## config.mk

```make
export PLATFORM = sky130hd
export DESIGN_NAME = seq_divider_12x6
export DESIGN_NICKNAME = d
export VERILOG_FILES = /design/src/rtl/div_pkg.sv /design/src/rtl/div_step.sv /design/src/rtl/seq_divider_12x6.sv
export SDC_FILE = /design/constraint.sdc
export NUM_CORES = 1
export LEC_CHECK = 0
export ABC_AREA = 1
export ABC_CLOCK_PERIOD_IN_PS = 3200
export CAP_MARGIN = 20
export CORE_MARGIN = 2
export CORE_UTILIZATION = 35
export DETAILED_ROUTE_END_ITERATION = 8
export PLACE_DENSITY_LB_ADDON = 0.1
export SYNTH_ARGS = -nofsm -noshare
export SYNTH_HDL_FRONTEND = slang
export SYNTH_SLANG_ARGS = --single-unit
```

## constraint.sdc

```tcl
create_clock -name clk -period 3.2 [get_ports clk]
set_input_delay 0.64 -clock clk [delete_from_list [all_inputs] [get_ports clk]]
set_output_delay 0.64 -clock clk [all_outputs]
set_load 0.01 [all_outputs]
```

## src/rtl/div_pkg.sv

```systemverilog
// ============================================================
// div_pkg : shared types and widths for the 12x6 divider
// rev 1.0
// ============================================================
`default_nettype none

package div_pkg;

  localparam int DIVIDEND_W_DEFAULT = 12;
  localparam int DIVISOR_W_DEFAULT  = 6;
  localparam int CNT_W              = $clog2(DIVIDEND_W_DEFAULT);

  typedef enum logic [1:0] {
    IDLE = 2'd0,
    CALC = 2'd1,
    DONE = 2'd2
  } state_t;

endpackage

`default_nettype wire

```

## src/rtl/div_step.sv

```systemverilog
// ============================================================
// div_step : one combinational restoring-division iteration
// rev 1.0
// ============================================================
`default_nettype none

module div_step #(
  parameter int DIVISOR_W = div_pkg::DIVISOR_W_DEFAULT
) (
  input  logic [DIVISOR_W-1:0] partial_rem,
  input  logic                 next_bit,
  input  logic [DIVISOR_W-1:0] divisor,
  output logic [DIVISOR_W-1:0] new_rem,
  output logic                 q_bit
);

  logic [DIVISOR_W:0] trial;

  // When trial >= divisor the difference is below divisor, so it fits in
  // DIVISOR_W bits and the subtraction can be done at that width.
  always_comb begin
    trial = {partial_rem, next_bit};
    q_bit = (trial >= {1'b0, divisor});
    if (q_bit) begin
      new_rem = trial[DIVISOR_W-1:0] - divisor;
    end else begin
      new_rem = trial[DIVISOR_W-1:0];
    end
  end

endmodule

`default_nettype wire

```

## src/rtl/seq_divider_12x6.sv

```systemverilog
// ============================================================
// seq_divider_12x6 : sequential restoring divider, valid/ready I/O
// rev 1.0
// ============================================================
`default_nettype none

module seq_divider_12x6 #(
  parameter int DIVIDEND_W = div_pkg::DIVIDEND_W_DEFAULT,
  parameter int DIVISOR_W  = div_pkg::DIVISOR_W_DEFAULT
) (
  input  logic                  clk,
  input  logic                  rst_n,
  input  logic                  in_valid,
  output logic                  in_ready,
  input  logic [DIVIDEND_W-1:0] dividend,
  input  logic [DIVISOR_W-1:0]  divisor,
  output logic                  out_valid,
  input  logic                  out_ready,
  output logic [DIVIDEND_W-1:0] quotient,
  output logic [DIVISOR_W-1:0]  remainder,
  output logic                  div_by_zero
);

  import div_pkg::*;

  localparam int CW = $clog2(DIVIDEND_W);

  state_t                state;
  state_t                state_nx;
  logic [CW-1:0]         cnt;
  logic [DIVISOR_W-1:0]  prem;
  logic [DIVISOR_W-1:0]  dsr;
  logic [DIVIDEND_W-1:0] qsr;
  logic                  dz_pend;
  logic [DIVISOR_W-1:0]  step_rem;
  logic                  step_q;

  div_step #(
    .DIVISOR_W (DIVISOR_W)
  ) u_step (
    .partial_rem (prem),
    .next_bit    (qsr[DIVIDEND_W-1]),
    .divisor     (dsr),
    .new_rem     (step_rem),
    .q_bit       (step_q)
  );

  always_ff @(posedge clk or negedge rst_n) begin
    if (!rst_n) begin
      state <= IDLE;
    end else begin
      state <= state_nx;
    end
  end

  always_comb begin
    state_nx  = state;
    in_ready  = 1'b0;
    out_valid = 1'b0;
    case (state)
      IDLE: begin
        in_ready = 1'b1;
        if (in_valid) state_nx = CALC;
      end
      CALC: begin
        if (cnt == '0) state_nx = DONE;
      end
      DONE: begin
        out_valid = 1'b1;
        if (out_ready) state_nx = IDLE;
      end
      default: state_nx = IDLE;
    endcase
  end

  // A zero divisor takes a single CALC cycle (counter loaded with 0) so the
  // result appears one clock after acceptance; the step result is ignored.
  always_ff @(posedge clk or negedge rst_n) begin
    if (!rst_n) begin
      cnt         <= '0;
      prem        <= '0;
      dsr         <= '0;
      qsr         <= '0;
      dz_pend     <= 1'b0;
      quotient    <= '0;
      remainder   <= '0;
      div_by_zero <= 1'b0;
    end else begin
      case (state)
        IDLE: begin
          if (in_valid) begin
            dsr     <= divisor;
            qsr     <= dividend;
            prem    <= '0;
            dz_pend <= (divisor == '0);
            cnt     <= (divisor == '0) ? '0 : CW'(DIVIDEND_W - 1);
          end
        end
        CALC: begin
          prem <= step_rem;
          qsr  <= {qsr[DIVIDEND_W-2:0], step_q};
          if (cnt != '0) begin
            cnt <= cnt - 1'b1;
          end else if (dz_pend) begin
            quotient    <= '1;
            remainder   <= '0;
            div_by_zero <= 1'b1;
          end else begin
            quotient    <= {qsr[DIVIDEND_W-2:0], step_q};
            remainder   <= step_rem;
            div_by_zero <= 1'b0;
          end
        end
        default: ;
      endcase
    end
  end

endmodule

`default_nettype wire

```

==> out/qor.txt <==
status = finished, final reports clean
Cell Area, Synth = 0.002650 mm2
peak fanout along the critical path = 4
dpl ws = 1.008 ns
Final min period = 2.133 ns
DRC = 0
Worst-path clk slew = 0.09 ns
H-tree depth = 2
Worst setup EP type = output port
largest net degree at the start of global routing = 51
Tcrit/Tclk final = 0.6667
Critical Path AT = 1.49 ns
final setup fails = 0
Slew Viols, Final = 0
Clock Path Buffers = 2
post-synthesis sequential area ratio = 0.4721
worst min path class = in2async
hold_buf cts = 0
Crit path depth = 2
Async SR Flop Fraction = 1.000
Pre-antenna DRT Iters = 4
Bufs and invs on worst path = 1
R2R Setup Slk = 1.28 ns
placeable core area = 0.007292 mm2
full die area = 0.008284 mm2
Ant. Diodes = 0
Synth area leader = dfrtp_1
Top FF cell, synth = dfrtp_1
PD cells = 1113 mW/mm2
worst vdd ir = 0.4115 mV
postcts setup bufs = 0
vias in the first global route = 2091
share of cells above drive strength 1 = 0.09649
vias = 2068
Synth Warn # = 0
Die Ht = 91.02 um
CP Launch Type = flop
Worst Skew = 0.004569 ns
vias per cell = 4.689
first-pass GRT wire length = 10250 um
Routed Antenna Nets = 0
reg2reg path depth = 8
Hold Vio Cnt, Final = 0
RePlAce Congestion = 0.8059
cell row count = 31
Yosys top cell area share = 0.4721
top cells by count, synth = 73 x nand2_1, 50 x dfrtp_1, 38 x inv_1
Setup CP Type = reg2out
WL/cell = 13.55 um
worst r2r src = cnt[0]
#FFs+latches synth = 50
Synth area leaders = dfrtp_1 47%, nand2_1 10%, inv_1 5.4%
Initial Util = 0.3634
CTS-repair resized insts = 0
Top Ports = 43
HPWL after detailed placement = 4192 um
WP data required = 2.56 ns
initial antenna violation count = 0
Netlist cell types = 33
r2r endpoint = remainder[2]
Fmax = 468.7 MHz
delay-heaviest family, CP = buffers and inverters
CTS tree = done
count leader, synth = nand2_1
Nets = 373
CP max stage delay = 0.56 ns
Mapped Cells = 299
actual slew at the worst max-slew pin = 0.6410 ns
total negative slack = 0 ns
post-synthesis net count = 331
syn avg cell area = 8.863 um2
Worst-Skew Late Latency = 0.30 ns
GRT Residual Overflow = 0
Slowest cell on crit path = clkdlybuf4s50_1
1st-iter DRT viols = 111
cts bufs inserted = 5
RSZ-0062 raised after global routing = no
Syn-to-layout area delta = 21.86%
gr usage total = 0.1538
fin worst setup slack = 1.067 ns
Post-synth EDFFs = 0
Slew HR = 0.5726
Lkg Pwr = 1.549 nW
die width = 91.02 um
Port Buffers = 42
clk sinks = 50
root buffer cell = clkbuf_8
Routed Wire Length = 5975 um
max cap viols = 0
CP Cell Sequence = nor2_2, clkdlybuf4s50_1
-- worst max-delay path by stage --
stage,from,end
floorplan,prem[4],prem[5]
global route,state[0],in_ready
detailed placement,in_valid,cnt[0]
finish,state[0],in_ready
global placement,in_valid,cnt[3]
CTS,state[0],in_ready
-- cell usage in the layout (no fill, tap or decap), types with 3 or more instances in the layout --
cell type	netlist	final
nand2_1	73	73
dfrtp_1	50	50
clkdlybuf4s50_1	0	41
inv_1	38	38
nor2_1	23	23
o21ai_0	18	18
nand3_1	17	17
a22oi_1	11	11
a21oi_2	9	9
a21oi_1	9	9
ha_1	9	9
nand4_1	8	8
clkbuf_8	1	5
nor2_8	4	4
nand3_2	3	3
-- layout make-up --
cell class / instances / area, um2
fill: 773 / 4063
sequential: 50 / 1251
multi-input combinational: 200 / 1164
timing repair buffer: 43 / 422.9
inverter: 41 / 161.4
tap: 99 / 123.9
clock buffer: 7 / 76.32
clock inverter: 1 / 30.03
-- metrics by stage --
step	cells	utilization	area (um2)	power, mW	hold WS, ns
after floorplan	299	-	2650	2.595	0.3444
after global placement	433	0.4283	3123	3.155	0.4644
after detailed placement	433	0.4283	3123	3.177	0.4648
after CTS	441	0.4429	3229	3.634	0.4818
after global routing	441	0.4429	3229	3.969	0.5089
final	441	0.4429	3229	3.596	0.4422
-- flip-flops by register name (all words and copies together), names as in the netlist --
register and count:
qsr 12, quotient 12, div_by_zero 1, prem 6, cnt 4, remainder 6, dsr 6, dz_pend 1
state 2
-- cells by family after synthesis --
family,share of synthesized area
AOI/OAI and AO/OA,0.1247
adders and majority gates,0.05005
buffers and inverters,0.08876
xor gates and xnor gates,0.01322
and+or+nand+nor,0.2512
DFF,0.4721
-- routing by layer --
metal | part of all wire | vias up | track usage | wire (um)
met5 | 0 | - | 0 | 0
met4 | 0.011 | 0 | 0.04167 | 65
li1 | - | 1047 | - | -
met2 | 0.47 | 31 | 0.2377 | 2804
met1 | 0.49 | 983 | 0.2212 | 2945
met3 | 0.027 | 7 | 0.02905 | 159
-- power by group --
group / internal (mW) / switching [mW] / total (mW)
logic: 0.828 / 1.20 / 2.02
registers: 0.947 / 0.179 / 1.13
clock network: 0.234 / 0.210 / 0.445
total: 2.01 / 1.59 / 3.60
Note: power is estimated with default switching activity, not from simulation.
